==> src/rtl/imem_loader_if.sv <==
// Byte-stream handshake and instruction-memory write port shared by the loader and its environment.
// The slave side is the loader; the master side feeds bytes and observes memory writes.
interface imem_loader_if;
  logic        byte_valid;
  logic [7:0]  byte_data;
  logic        byte_ready;
  logic        imem_we;
  logic [31:0] imem_addr;
  logic [31:0] imem_wdata;

  modport slave (
    input  byte_valid, byte_data,
    output byte_ready, imem_we, imem_addr, imem_wdata
  );

  modport master (
    output byte_valid, byte_data,
    input  byte_ready, imem_we, imem_addr, imem_wdata
  );
endinterface

==> src/rtl/imem_loader.sv <==
// Boot-time instruction memory loader: packs a little-endian byte stream into words and holds the core in reset until loaded.
// Optional image checksum verification is enabled by defining IMEM_LOADER_CHECKSUM_EN.
module imem_loader #(
  parameter int          NUM_WORDS = 256,
  parameter logic [31:0] BASE_ADDR = 32'h0000_0000
) (
  input  logic          clk,
  input  logic          rst_n,
  input  logic          start,
  imem_loader_if.slave  bus,
  output logic          core_rst_n,
  output logic          busy,
  output logic          done,
  output logic          checksum_err
);

  localparam int WCW = (NUM_WORDS > 1) ? $clog2(NUM_WORDS) : 1;
  localparam logic [WCW-1:0] LAST_WORD = WCW'(NUM_WORDS - 1);

`ifdef IMEM_LOADER_CHECKSUM_EN
  typedef enum logic [2:0] {IDLE, COLLECT, WRITE, DONE, CHECK} state_t;
`else
  typedef enum logic [2:0] {IDLE, COLLECT, WRITE, DONE} state_t;
`endif

  state_t          state;
  logic [1:0]      byte_cnt;
  logic [WCW-1:0]  word_cnt;
  logic [23:0]     wbuf;
  logic [31:0]     word_next;
  logic            hs;

  function automatic logic [31:0] word_addr(input logic [WCW-1:0] idx);
    return BASE_ADDR + (32'(idx) << 2);
  endfunction

  assign hs        = bus.byte_valid & bus.byte_ready;
  assign word_next = {bus.byte_data, wbuf};

`ifdef IMEM_LOADER_CHECKSUM_EN
  logic [31:0] sum;
`else
  assign checksum_err = 1'b0;
`endif

  always_ff @(posedge clk or negedge rst_n) begin
    if (!rst_n) begin
      state          <= IDLE;
      bus.byte_ready <= 1'b0;
      bus.imem_we    <= 1'b0;
      bus.imem_addr  <= BASE_ADDR;
      bus.imem_wdata <= '0;
      core_rst_n     <= 1'b0;
      busy           <= 1'b0;
      done           <= 1'b0;
      byte_cnt       <= '0;
      word_cnt       <= '0;
      wbuf           <= '0;
`ifdef IMEM_LOADER_CHECKSUM_EN
      checksum_err   <= 1'b0;
      sum            <= '0;
`endif
    end else begin
      bus.imem_we <= 1'b0;

      // Byte lanes 0..2 are staged; lane 3 completes the word directly from the bus.
      if (hs) begin
        byte_cnt <= byte_cnt + 2'd1;
        case (byte_cnt)
          2'd0:    wbuf[7:0]   <= bus.byte_data;
          2'd1:    wbuf[15:8]  <= bus.byte_data;
          2'd2:    wbuf[23:16] <= bus.byte_data;
          default: ;
        endcase
      end

      case (state)
        IDLE, DONE: begin
          if (start) begin
            state          <= COLLECT;
            bus.byte_ready <= 1'b1;
            busy           <= 1'b1;
            done           <= 1'b0;
            core_rst_n     <= 1'b0;
            byte_cnt       <= '0;
            word_cnt       <= '0;
`ifdef IMEM_LOADER_CHECKSUM_EN
            checksum_err   <= 1'b0;
            sum            <= '0;
`endif
          end
        end

        COLLECT: begin
          if (hs && byte_cnt == 2'd3) begin
            state          <= WRITE;
            bus.byte_ready <= 1'b0;
            bus.imem_we    <= 1'b1;
            bus.imem_addr  <= word_addr(word_cnt);
            bus.imem_wdata <= word_next;
`ifdef IMEM_LOADER_CHECKSUM_EN
            sum            <= sum + word_next;
`endif
          end
        end

        WRITE: begin
          if (word_cnt == LAST_WORD) begin
`ifdef IMEM_LOADER_CHECKSUM_EN
            state          <= CHECK;
            bus.byte_ready <= 1'b1;
`else
            state          <= DONE;
            busy           <= 1'b0;
            done           <= 1'b1;
            core_rst_n     <= 1'b1;
`endif
          end else begin
            word_cnt       <= word_cnt + 1'b1;
            state          <= COLLECT;
            bus.byte_ready <= 1'b1;
          end
        end

`ifdef IMEM_LOADER_CHECKSUM_EN
        CHECK: begin
          // The trailing four bytes carry the expected sum; the core is released only on a match.
          if (hs && byte_cnt == 2'd3) begin
            state          <= DONE;
            bus.byte_ready <= 1'b0;
            busy           <= 1'b0;
            done           <= 1'b1;
            checksum_err   <= (word_next != sum);
            core_rst_n     <= (word_next == sum);
          end
        end
`endif

        default: state <= IDLE;
      endcase
    end
  end

endmodule

==> src/flat_wrapper.sv <==
// flat-port wrapper written by rule: the top's interface ports become plain ports
module imem_loader_flat 
#(
  parameter int          NUM_WORDS = 256,
  parameter logic [31:0] BASE_ADDR = 32'h0000_0000
)
  (clk, rst_n, start, core_rst_n, busy, done, checksum_err, bus_byte_valid, bus_byte_data, bus_byte_ready, bus_imem_we, bus_imem_addr, bus_imem_wdata);
  imem_loader_if bus_i ();
  input  logic clk;
  input  logic rst_n;
  input  logic start;
  output logic core_rst_n;
  output logic busy;
  output logic done;
  output logic checksum_err;
  input wire logic [$bits(bus_i.byte_valid)-1:0] bus_byte_valid;
  input wire logic [$bits(bus_i.byte_data)-1:0] bus_byte_data;
  output wire logic [$bits(bus_i.byte_ready)-1:0] bus_byte_ready;
  output wire logic [$bits(bus_i.imem_we)-1:0] bus_imem_we;
  output wire logic [$bits(bus_i.imem_addr)-1:0] bus_imem_addr;
  output wire logic [$bits(bus_i.imem_wdata)-1:0] bus_imem_wdata;
  assign bus_i.byte_valid = bus_byte_valid;
  assign bus_i.byte_data = bus_byte_data;
  assign bus_byte_ready = bus_i.byte_ready;
  assign bus_imem_we = bus_i.imem_we;
  assign bus_imem_addr = bus_i.imem_addr;
  assign bus_imem_wdata = bus_i.imem_wdata;
  imem_loader #(.NUM_WORDS(NUM_WORDS), .BASE_ADDR(BASE_ADDR)) u_core (.clk(clk), .rst_n(rst_n), .start(start), .bus(bus_i), .core_rst_n(core_rst_n), .busy(busy), .done(done), .checksum_err(checksum_err));
endmodule
==> config.mk <==
export PLATFORM = sky130hd
export DESIGN_NAME = imem_loader_flat
export DESIGN_NICKNAME = d
export VERILOG_FILES = /design/src/rtl/imem_loader_if.sv /design/src/rtl/imem_loader.sv /design/src/flat_wrapper.sv
export SDC_FILE = /design/constraint.sdc
export NUM_CORES = 1
export LEC_CHECK = 0
export CELL_PAD_IN_SITES_DETAIL_PLACEMENT = 0
export CELL_PAD_IN_SITES_GLOBAL_PLACEMENT = 1
export CORE_AREA = 10 10 111 113
export CTS_CLUSTER_DIAMETER = 200
export DETAILED_ROUTE_END_ITERATION = 6
export DIE_AREA = 0 0 121 123
export PLACE_DENSITY_LB_ADDON = 0.1
export SETUP_SLACK_MARGIN = 0.05
export SLEW_MARGIN = 15
export SYNTH_ARGS = -nofsm -noshare
export SYNTH_HDL_FRONTEND = slang
export SYNTH_SLANG_ARGS = --single-unit
==> constraint.sdc <==
create_clock -name clk -period 1.89 [get_ports clk]
set_clock_uncertainty 0.2 [all_clocks]
set_input_delay 0.378 -clock clk [delete_from_list [all_inputs] [get_ports clk]]
set_output_delay 0.378 -clock clk [all_outputs]
set_load 0.03 [all_outputs]
==> metrics.cfg <==
[run_status]
status = complete, no violations

[setup_path]
cpMaxStageDelayCell = dfrtp_2
worstPathArrival_ns = 1.80
max_stage_delay_ns = 0.45
crit_family = flip-flops
criticalPathCategory = reg2reg
endpoint_kind = register
cp.required_ns = 1.93
worstPathMaxFanout = 5
path_cells = ha_4 -> nand2b_2 -> o211a_1 -> and3_1 -> a211o_1
startpoint_type = register
cp_num_buf_inv = 0

[synth]
ys_warn_count = 0
ys_seq_area_frac = 0.544
synth_seq_cells = 80
avgSynthCellArea_um2 = 14.3
syn_area_um2 = 3680
ys_types = 38
syn_inst = 257

[detailed_routing]
final_antenna_net_count = 0
drt-initial-drc-count = 76
routed_via_density = 4.45
first_pass_iters = 4
drc = 0
wl_per_cell_um = 15.3
wirelength_um = 7370
via_count = 2142

[floorplan]
die_area_um2 = 14900
core_area_um2 = 10100
ios = 82
rows = 37
initial_core_util = 0.363
die_h_um = 123
dieWidth_um = 121

[sta]
rsz0062_at_grt = no
setup_viol = 0
min_period_ns = 1.76
hold_viol = 0
slew_violations = 0
fmax_mhz = 567
holdWs_ns = 0.259
period_share = 0.933
setup_ws_ns = 0.127

[finish]
instances_no_fill = 481
post-route-util = 0.462
antenna_cells = 0
areaGrowthSynthToFinish_pct = 27.4
ff_latch_area_um2 = 2000
nets = 361
num-fill-cells = 938
multi_input_area_um2 = 1500
drive_above_1_share = 0.333

[power]
p_leak_nw = 2.51
vdd_drop_max_mv = 0.476
power_density_nw_per_um2 = 1390

[placement]
dp_hpwl_um = 5370
dp_slack_ns = -0.195
place_congestion = 0.714
placedCellCount = 462
numPortBuffers = 56

[global_routing]
grt_overflow_total = 0
grt_pass1_vias = 2342
grt_usage = 0.102
antenna_found_initial = 0
grt_max_degree = 34
grt_pass1_wl_um = 12200

[clock_network]
numCtsBuffers = 9
clkTransAtPathRegs_ns = 0.09
clockBufferDepth = 2
clkLatencyLatePin_ns = 0.35
cts_root_buffer = clkbuf_8
clock_sinks = 80
cts_tree = yes
htree_levels = 3

[worst_hold_path]
min_path_type = in2async

[run]
maxCapViolations = 0

[worst paths after layout]
kind,depth (start not counted),slack [ns],end,from
worst min-delay path,2,0.26,u_core.bus.imem_wdata[27],rst_n
worst max register to register,5,0.13,u_core.word_cnt[7],u_core.state[1]
worst max-delay path,5,0.13,u_core.word_cnt[7],u_core.state[1]
worst min register to register,2,0.29,u_core.bus.imem_addr[8],u_core.bus.imem_addr[8]
min in group clk,2,0.29,u_core.bus.imem_addr[8],u_core.bus.imem_addr[8]
max in group asynchronous,3,0.76,u_core.bus.imem_wdata[0],rst_n
[timing repair]
item	in CTS	in global routing
endpoints found under the setup margin	46	8
setup buffers	0	2
hold buffers	1	0
pin swaps	1	2
hold endpoints to repair	20	0
resized for setup	45	4
[layer usage]
| layer | global-route usage | vias to the layer above | part of all wire |
|---|---|---|---|
| met5 | 0 | - | 0 |
| met4 | 0.0271 | 0 | 0.010 |
| met3 | 0.0387 | 5 | 0.055 |
| met2 | 0.176 | 39 | 0.51 |
| met1 | 0.116 | 1076 | 0.42 |
| li1 | - | 1022 | - |
[final cells by class]
type | instances | share of cell area
Clock inverter | 7 | 0.0182
Tap cell | 136 | 0.0363
Multi-Input combinational cell | 161 | 0.320
Timing Repair Buffer | 80 | 0.165
Clock buffer | 9 | 0.0264
Sequential cell | 80 | 0.428
Inverter | 8 | 0.00641
[cell usage after synthesis (all sizes together)]
library cell   n  area (um2)
dfrtp         80        2000
mux2          64         860
buf           32         253
ha             9         113
inv            8        30.0
nand2          8        30.0
nand3          6        42.5
a21oi          5        25.0
and3           5        33.8
a31oi          4        25.0
a211o          3        26.3
and2           3        18.8
nand2b         3        21.3
nand4          3        33.8
nor2           3        11.3
o21ai          3        15.0
a22o           2        18.8
nor3           2        10.0
o211a          2        20.0
o211ai         2        15.0
a21o           1        7.51
a22oi          1        7.51
and4           1        10.0
conb           1        3.75
mux2i          1        10.0
nor2b          1        6.26
nor3b          1        7.51
or2            1        6.26
or3            1        6.26
xnor2          1        8.76
[registers in the layout, summed over array words and instances (netlist names)]
register / count
u_core.done: 1
u_core.wbuf: 24
u_core.byte_cnt: 2
u_core.bus.imem_we: 1
u_core.busy: 1
u_core.bus.byte_ready: 1
u_core.bus.imem_addr: 8
u_core.state: 2
u_core.word_cnt: 8
u_core.bus.imem_wdata: 32
[stage by stage]
stage          setup TNS, ns  cell area [um2]  total power [mW]
5_1_grt                    0             4690              6.99
4_1_cts                    0             4650              6.60
3_3_place_gp           -8.75             4490              5.38
2_1_floorplan              0             3770              4.35
3_5_place_dp           -9.01             4490              5.42
6_report                   0             4690              6.53
[cell families (layout without fill, tap and decap cells)]
family / count (synthesis) / in the layout / share of synthesized area
multiplexers: 65 / 65 / 0.236
other: 1 / 25 / 0.00102
buffers and inverters: 40 / 104 / 0.0769
adder cells (fa/ha/maj): 9 / 9 / 0.0306
AO/OA/AOI/OAI: 23 / 23 / 0.0436
AND/OR/NAND/NOR: 38 / 38 / 0.0647
XOR/XNOR: 1 / 1 / 0.00238
flip-flops: 80 / 80 / 0.544
[cell usage in the layout, fill, tap and decap left out, drive strengths merged, types with 3 or more instances in the layout]
cell / count
a31oi: 4
clkbuf: 9
o21ai: 3
nand2b: 3
conb: 25
inv: 12
nand4: 3
and2: 3
buf: 24
a21oi: 5
ha: 9
nand2: 8
dlygate4sd2: 45
clkdlybuf4s50: 10
mux2: 64
dfrtp: 80
nand3: 6
nor2: 3
and3: 5
a211o: 3
[power breakdown]
part / internal (mW) / switching, mW / total [mW] / leakage, nW
sequential: 2.28 / 0.343 / 2.63 / 1.03
combinational: 1.29 / 1.31 / 2.59 / 1.38
clock: 0.638 / 0.680 / 1.32 / 0.100
No activity file was read; power rests on OpenSTA's default activity.
